--- src/rtl/mem_wb_stage_pkg.sv ---
// ----------------------------------------------------------------------------
// mem_wb_stage_pkg
// Settings shared by the MEM->WB stage and the logic around it.
//   WORD_WIDTH     : datapath width
//   REG_FILE_DEPTH : register index width
//   REG_FILE_SIZE  : number of architectural registers
//   wb_state_e     : stage state encoding (IDLE=0, WAIT=1)
// ----------------------------------------------------------------------------
package mem_wb_stage_pkg;

    localparam int WORD_WIDTH     = 32;
    localparam int REG_FILE_DEPTH = 4;
    localparam int REG_FILE_SIZE  = 1 << REG_FILE_DEPTH;

    typedef enum logic {
        ST_IDLE = 1'b0,
        ST_WAIT = 1'b1
    } wb_state_e;

endpackage

--- src/rtl/mem_wb_stage.sv ---
// ----------------------------------------------------------------------------
// mem_wb_stage
// MEM->WB pipeline stage. Retires ALU results or load data into the register
// file. While a load waits on a slow data memory the stage stalls the memory
// stage (mem_ready=0); a hung load is aborted after LOAD_TIMEOUT cycles.
//
// Ports
//   clk, rst                       clock, synchronous active-high reset
//   mem_valid / mem_ready          handshake with the memory stage
//   mem_wb_en, mem_r_en, mem_dest  instruction attributes
//   alu_result, mem_rdata          candidate writeback data
//   mem_rdata_valid                load data present this cycle
//   flush                          discard held / incoming instruction
//   write_back_en, WB_dest,
//   WB_result                      registered register-file write port
//   load_err                       one-cycle pulse on load timeout
//   wb_pending, pending_dest       outstanding-load info for hazard unit
// ----------------------------------------------------------------------------
module mem_wb_stage
    import mem_wb_stage_pkg::*;
#(
    parameter int WORD_WIDTH     = mem_wb_stage_pkg::WORD_WIDTH,
    parameter int REG_FILE_DEPTH = mem_wb_stage_pkg::REG_FILE_DEPTH,
    parameter int LOAD_TIMEOUT   = 16
) (
    input  logic                      clk,
    input  logic                      rst,
    input  logic                      mem_valid,
    output logic                      mem_ready,
    input  logic                      mem_wb_en,
    input  logic                      mem_r_en,
    input  logic [REG_FILE_DEPTH-1:0] mem_dest,
    input  logic [WORD_WIDTH-1:0]     alu_result,
    input  logic [WORD_WIDTH-1:0]     mem_rdata,
    input  logic                      mem_rdata_valid,
    input  logic                      flush,
    output logic                      write_back_en,
    output logic [REG_FILE_DEPTH-1:0] WB_dest,
    output logic [WORD_WIDTH-1:0]     WB_result,
    output logic                      load_err,
    output logic                      wb_pending,
    output logic [REG_FILE_DEPTH-1:0] pending_dest
);

    localparam int CW = (LOAD_TIMEOUT > 2) ? $clog2(LOAD_TIMEOUT) : 1;
    localparam logic [CW-1:0] CNT_LAST = CW'(LOAD_TIMEOUT - 1);
    localparam logic [CW-1:0] CNT_ONE  = CW'(1);

    wb_state_e                 state_q, state_d;
    logic [CW-1:0]             cnt_q, cnt_d;
    logic                      wbe_q, wbe_d;
    logic [REG_FILE_DEPTH-1:0] dest_q, dest_d;
    logic [WORD_WIDTH-1:0]     res_q, res_d;
    logic                      err_q, err_d;
    logic                      lat_wb_q, lat_wb_d;
    logic [REG_FILE_DEPTH-1:0] lat_dest_q, lat_dest_d;

    always_comb begin
        state_d    = state_q;
        cnt_d      = cnt_q;
        wbe_d      = 1'b0;          // strobe lasts exactly one cycle per retire
        dest_d     = dest_q;
        res_d      = res_q;
        err_d      = 1'b0;
        lat_wb_d   = lat_wb_q;
        lat_dest_d = lat_dest_q;

        case (state_q)
            ST_IDLE: begin
                // flush beats an incoming transfer: the instruction is dropped
                if (mem_valid && !flush) begin
                    if (!mem_r_en) begin
                        wbe_d  = mem_wb_en;
                        dest_d = mem_dest;
                        res_d  = alu_result;
                    end else if (mem_rdata_valid) begin
                        wbe_d  = mem_wb_en;
                        dest_d = mem_dest;
                        res_d  = mem_rdata;
                    end else begin
                        lat_wb_d   = mem_wb_en;
                        lat_dest_d = mem_dest;
                        state_d    = ST_WAIT;
                        cnt_d      = CNT_ONE;
                    end
                end
            end
            ST_WAIT: begin
                if (flush) begin
                    // flush wins even over arriving load data
                    state_d = ST_IDLE;
                    cnt_d   = '0;
                end else if (mem_rdata_valid) begin
                    wbe_d   = lat_wb_q;
                    dest_d  = lat_dest_q;
                    res_d   = mem_rdata;
                    state_d = ST_IDLE;
                    cnt_d   = '0;
                end else if (cnt_q == CNT_LAST) begin
                    err_d   = 1'b1;
                    state_d = ST_IDLE;
                    cnt_d   = '0;
                end else begin
                    cnt_d = cnt_q + CNT_ONE;
                end
            end
            default: begin
                state_d = ST_IDLE;
                cnt_d   = '0;
            end
        endcase
    end

    always_ff @(posedge clk) begin
        if (rst) begin
            state_q    <= ST_IDLE;
            cnt_q      <= '0;
            wbe_q      <= 1'b0;
            dest_q     <= '0;
            res_q      <= '0;
            err_q      <= 1'b0;
            lat_wb_q   <= 1'b0;
            lat_dest_q <= '0;
        end else begin
            state_q    <= state_d;
            cnt_q      <= cnt_d;
            wbe_q      <= wbe_d;
            dest_q     <= dest_d;
            res_q      <= res_d;
            err_q      <= err_d;
            lat_wb_q   <= lat_wb_d;
            lat_dest_q <= lat_dest_d;
        end
    end

    assign mem_ready     = (state_q == ST_IDLE) && !rst;
    assign write_back_en = wbe_q;
    assign WB_dest       = dest_q;
    assign WB_result     = res_q;
    assign load_err      = err_q;
    assign wb_pending    = (state_q == ST_WAIT) && lat_wb_q;
    assign pending_dest  = lat_dest_q;

endmodule
--- config.mk ---
export PLATFORM = sky130hd
export DESIGN_NAME = mem_wb_stage
export DESIGN_NICKNAME = d
export VERILOG_FILES = /design/src/rtl/mem_wb_stage_pkg.sv /design/src/rtl/mem_wb_stage.sv
export SDC_FILE = /design/constraint.sdc
export NUM_CORES = 1
export LEC_CHECK = 0
export CAP_MARGIN = 20
export CORE_MARGIN = 5
export CORE_UTILIZATION = 36
export DETAILED_ROUTE_END_ITERATION = 16
export GPL_ROUTABILITY_DRIVEN = 0
export PLACE_DENSITY_LB_ADDON = 0.25
export SLEW_MARGIN = 40
export SYNTH_ARGS = -nofsm -noshare
export SYNTH_HDL_FRONTEND = slang
export SYNTH_SLANG_ARGS = --single-unit
--- constraint.sdc ---
create_clock -name clk -period 1.4 [get_ports clk]
set_input_delay 0.14 -clock clk [delete_from_list [all_inputs] [get_ports clk]]
set_output_delay 0.14 -clock clk [all_outputs]
set_load 0.02 [all_outputs]
# Yosys cells after proc, flatten, opt, wreduce, memory -nomap -nowiden
# Index checks and enable logic that the tools add are counted.
word_totals:
  register_bits: 48
  in_bits: 75
  out_inout_bits: 44
  wordCells: 60
op_classes:
  n_addsub: 1
  n_eq_ne: 7
  mux: 32
  bitwise: 2
  reduce_logical: 10
op_table:
  columns: ["operator", "count"]
  rows:
  - ["32-bit two-way mux", 4]
  - ["32-bit case mux with 2 select lines", 1]
  - ["4-bit two-way mux", 11]
  - ["4-bit case mux with 2 select lines", 2]
  - ["1-bit two-way mux", 12]
  - ["2-bit != test, second input constant", 5]
  - ["4-bit AND reduction", 2]
  - ["4-bit by 1-bit adder with 4-bit output, second input constant", 1]
  - ["4-bit == test, second input constant", 1]
  - ["1-bit case mux with 2 select lines", 2]
  - ["4-bit OR reduction", 1]
  - ["1-bit logical AND", 3]
  - ["3-bit != test, second input constant", 1]
  - ["3-bit AND reduction", 1]
  - ["1-bit zero test", 2]
  - ["1-bit NOT", 2]
  - ["2-bit AND reduction", 1]

# Logic depth before layout (Yosys ltp)
logic_depth:
  word_depth: 5
  ltp_mapped: 6
  ltp_nobuf: 4

# Worst setup path after synthesis
# Ideal clock, no wire load.
synth_path:
  path_type: "reg2reg"
  from: "register state_q"
  to: "register cnt_q[2]"
  setup_time_ns: 0.073
  arrival_time_ns: 1.238
  required_ns: 1.327
  setup_slack_ns: 0.090
  stages_incl_launch_ff: 6
  n_path_buf: 2
  synth_period_minus_slack_ns: 1.310
  path_cell_list: "dfxtp_1 -> buf_4 -> buf_2 -> nor2_1 -> a2bb2oi_1 -> o22ai_2"
synth_between:
  elab_chain_cells: 3
  word_cells_on_any_way: 6
  classes_between: "eq/ne: 3; mux: 1; bitwise: 1; reduce/logical: 1"
synth_rtl:
  columns: ["item", "line", "source"]
  rows:
  - ["from (decl)", "mem_wb_stage.sv:49", "wb_state_e state_q, state_d;"]
  - ["from (signal assigned)", "mem_wb_stage.sv:125", "state_q <= state_d;"]
  - ["1-bit NOT", null, null]
  - ["2-bit != test (no line)", null, null]
  - ["3-bit AND reduction (no line)", null, null]
  - ["to (signal assigned)", "mem_wb_stage.sv:126", "cnt_q <= cnt_d;"]
  - ["to (decl)", "mem_wb_stage.sv:50", "logic [CW-1:0] cnt_q, cnt_d;"]
# Parallel ways exist; a longest one is shown, timed or not.
# A chain may end at the register's enable or synchronous reset.

# Final worst setup path
layout_path:
  from: "input port mem_rdata_valid"
  to: "register cnt_q[2]"
layout_between:
  elab_chain_cells: 3
  word_cells_on_any_way: 5
  classes_between: "eq/ne: 1; mux: 3; reduce/logical: 1"
layout_rtl:
  columns: ["item", "line", "source"]
  rows:
  - ["from (decl)", "mem_wb_stage.sv:35", "input logic mem_rdata_valid,"]
  - ["4-bit two-way mux", "mem_wb_stage.sv:93", "end else if (mem_rdata_valid) begin"]
  - ["4-bit two-way mux", "mem_wb_stage.sv:89", "if (flush) begin"]
  - ["4-bit case mux with 2 select lines", "mem_wb_stage.sv:68", "case (state_q)"]
# Parallel ways exist; a longest one is shown, timed or not.

==> results.py <==
metrics = {
    "timing": {
        "min_period_over_period": 0.963,
        "setup_violations": 0,
        "worst_pin_slew_ns": 0.325,
        "drv_slew": 0,
        "fin_crit_ns": 1.35,
        "setup_tns_ns": 0,
        "skew_ns": 0.00852,
        "fmax_ghz": 0.742,
        "rsz0062_at_grt": "false",
        "timing.final.ws_setup_ns": 0.0522,
        "slew_headroom": 0.780,
        "hold_violations": 0,
    },
    "floorplanning": {
        "initial_core_util": 0.375,
        "die_h_um": 89.2,
        "rows": 28,
        "io_pins": 119,
        "die_area_um2": 7960,
        "core_um2": 6030,
        "die_w_um": 89.2,
    },
    "clocking": {
        "clkSlewWorstSetupHoldPaths_ns": 0.09,
        "hold_buffers": 0,
        "clock-sinks": 48,
        "cts_max_path_buffers": 2,
        "htree_num_levels": 2,
        "cts_made_buffers": 5,
        "cts_tree": "done",
        "clk_latency_ns": 0.30,
        "cts_root_buf": "clkbuf_8",
    },
    "power_and_ir_drop": {
        "power.total_mw": 3.14,
        "p_switching_mw": 0.806,
        "comb_power_share": 0.220,
        "powerDensity_nw_per_um2": 850,
        "seqPwrFrac": 0.462,
        "clockPowerShare": 0.317,
        "p_sw_frac": 0.257,
        "p_int_mw": 2.33,
        "ir_drop_mv": 0.432,
        "p_leak_nw": 1.55,
    },
    "placement": {
        "pre_cts_ws_ns": -0.244,
        "port-buffer-count": 118,
        "dpl.hpwl_mm": 5.35,
    },
    "synth": {
        "synthMuxAreaShare": 0.0177,
        "yosysWarnings": 0,
        "syn_avg_cell_area_um2": 9.73,
        "synthCells": 232,
        "synth-simple-area-share": 0.181,
        "yosysUniqueCellTypes": 38,
        "synthAdderAreaFrac": 0.00554,
        "synth_compound_area_frac": 0.312,
        "synth_ff_type": "dfxtp_1",
        "synthXorXnorAreaFrac": 0,
        "synthArstFlopShare": 0,
        "syn_area_um2": 2260,
        "synth_edf_count": 0,
        "syn-num-nets": 308,
        "synth_seq_cells": 48,
        "seq_area_frac_synth": 0.425,
        "synth_top_family_by_area": "compound AO/OA/AOI/OAI gates",
    },
    "drt": {
        "viasPerCell": 5.42,
        "routed_wl_mm": 7.24,
        "drtIter0Drc": 137,
        "dr.pass1.iters": 4,
        "dr_total_vias": 2319,
        "route.detailed.drc": 0,
        "wl_per_cell_um": 16.9,
        "ant_nets": 0,
    },
    "critical_path": {
        "worstReg2RegEnd": "WB_result[15]",
        "r2r-start": "state_q",
        "cp_max_fo": 8,
        "ff2ff_setup_slack_ns": 0.10,
        "startpoint_type": "input pin",
        "ff2ff_path_depth": 4,
        "end_kind": "register",
        "crit_type": "in2reg",
        "crit_arrival_ns": 1.59,
        "crit_required_ns": 1.64,
    },
    "cells_and_area": {
        "nets": 428,
        "antenna-diode-count": 0,
        "final_cell_mix": "clkdlybuf4s50_1, dfxtp_1, dlygate4sd2_1",
        "regArea_um2": 965,
        "layout_commonest_cell": "clkdlybuf4s50_1",
        "multiInputGateArea_um2": 1160,
        "syn_to_final_growth_pct": 63.5,
        "drive_above_1_share": 0.105,
        "nFillCells": 534,
    },
    "global_routing": {
        "antenna_found_initial": 0,
        "grt_pass1_wl_mm": 11.3,
        "track_usage": 0.181,
        "grt_max_degree": 29,
        "overflow": 0,
        "grt_pass1_vias": 2326,
    },
    "status": {
        "outcome": "finished, final reports clean",
    },
    "hold_path": {
        "min_from": "mem_dest[1]",
        "min_to": "pending_dest[1]",
        "min_path_type": "in2reg",
        "hold_depth": 3,
    },
    "job": {
        "drv_cap": 0,
    },
}
[Yosys cell counts (2+ instances only)]
cell,number,area (um^2)
dfxtp_1,48,961
a31oi_1,32,200
nor3b_1,32,240
o2bb2ai_1,32,280
buf_2,13,65.1
clkbuf_1,12,45.0
a21oi_1,11,55.1
o21ai_1,8,40.0
nand3b_1,5,37.5
a311oi_1,4,35.0
mux2i_1,4,40.0
nand2_1,2,7.51
nand2b_1,2,12.5
nand3_1,2,10.0
nor2_1,2,7.51
[critical path, stage by stage]
cell,delay (ns)
clkdlybuf4s50_1,0.55
or4b_4,0.64
a2bb2oi_1,0.16
o22ai_2,0.10
[layer usage]
| metal | GRT usage | share of wire | wire [um] | vias to the layer above |
|---|---|---|---|---|
| li1 | - | - | - | 1145 |
| met1 | 0.224 | 0.42 | 3010 | 1096 |
| met2 | 0.303 | 0.50 | 3600 | 72 |
| met3 | 0.0581 | 0.078 | 568 | 6 |
| met4 | 0.0487 | 0.0091 | 66 | 0 |
| met5 | 0 | 0 | 0 | - |
[metrics by stage]
step / cells / cell area [um^2] / utilization / hold WS [ns]
5_1_grt: 428 / 3690 / 0.613 / 0.465
3_3_place_gp: 420 / 3610 / 0.599 / 0.444
2_1_floorplan: 232 / 2260 / - / 0.303
4_1_cts: 428 / 3670 / 0.610 / 0.439
6_report: 428 / 3690 / 0.613 / 0.455
3_5_place_dp: 420 / 3610 / 0.599 / 0.446
[state kept, by name, summed over array words and instances (netlist names)]
| signal | count |
|---|---|
| WB_dest | 4 |
| WB_result | 32 |
| cnt_q | 4 |
| lat_wb_q | 1 |
| load_err | 1 |
| pending_dest | 4 |
| state_q | 1 |
| write_back_en | 1 |
[worst max path at each step]
stage / startpoint / endpoint / slack [ns]
after floorplan: state_q / cnt_q[2] / 0.09
after global placement: mem_rdata_valid / cnt_q[2] / -0.20
after detailed placement: mem_rdata_valid / cnt_q[3] / -0.24
after global routing: mem_rdata_valid / cnt_q[2] / 0.01
after CTS: WB_result[13] / WB_result[13] / 0.0003
final: mem_rdata_valid / cnt_q[2] / 0.05
[area by class of cell]
type | count | area share
repair buffers | 140 | 0.367
multi-input cells | 156 | 0.315
flip-flops and latches | 48 | 0.261
well taps | 75 | 0.0254
clock buffers | 5 | 0.0186
clock inverters | 3 | 0.0115
inverters | 1 | 0.00102
[repair_timing]
| action | 4_1_cts | 5_1_grt |
|---|---|---|
| resized for setup | 37 | 8 |
| setup endpoints to repair | 37 | 9 |
| setup buffers | 0 | 0 |
[power by group through the flow]
stage               Combinational [mW]  Sequential [mW]  Clock (mW)
global placement                 0.719             1.49           0
global route                     0.745             1.46        1.08
floorplan                        0.245             1.55           0
CTS                              0.696             1.45        1.03
finish                           0.691             1.45       0.997
detailed placement               0.727             1.49           0
[logic make-up after synthesis]
family,Yosys count
AOI/OAI and AO/OA,96
and+or+nand+nor,55
DFF,48
buffers and inverters,28
muxes,4
adders and majority gates,1
Power figures use the tool's default switching activity.
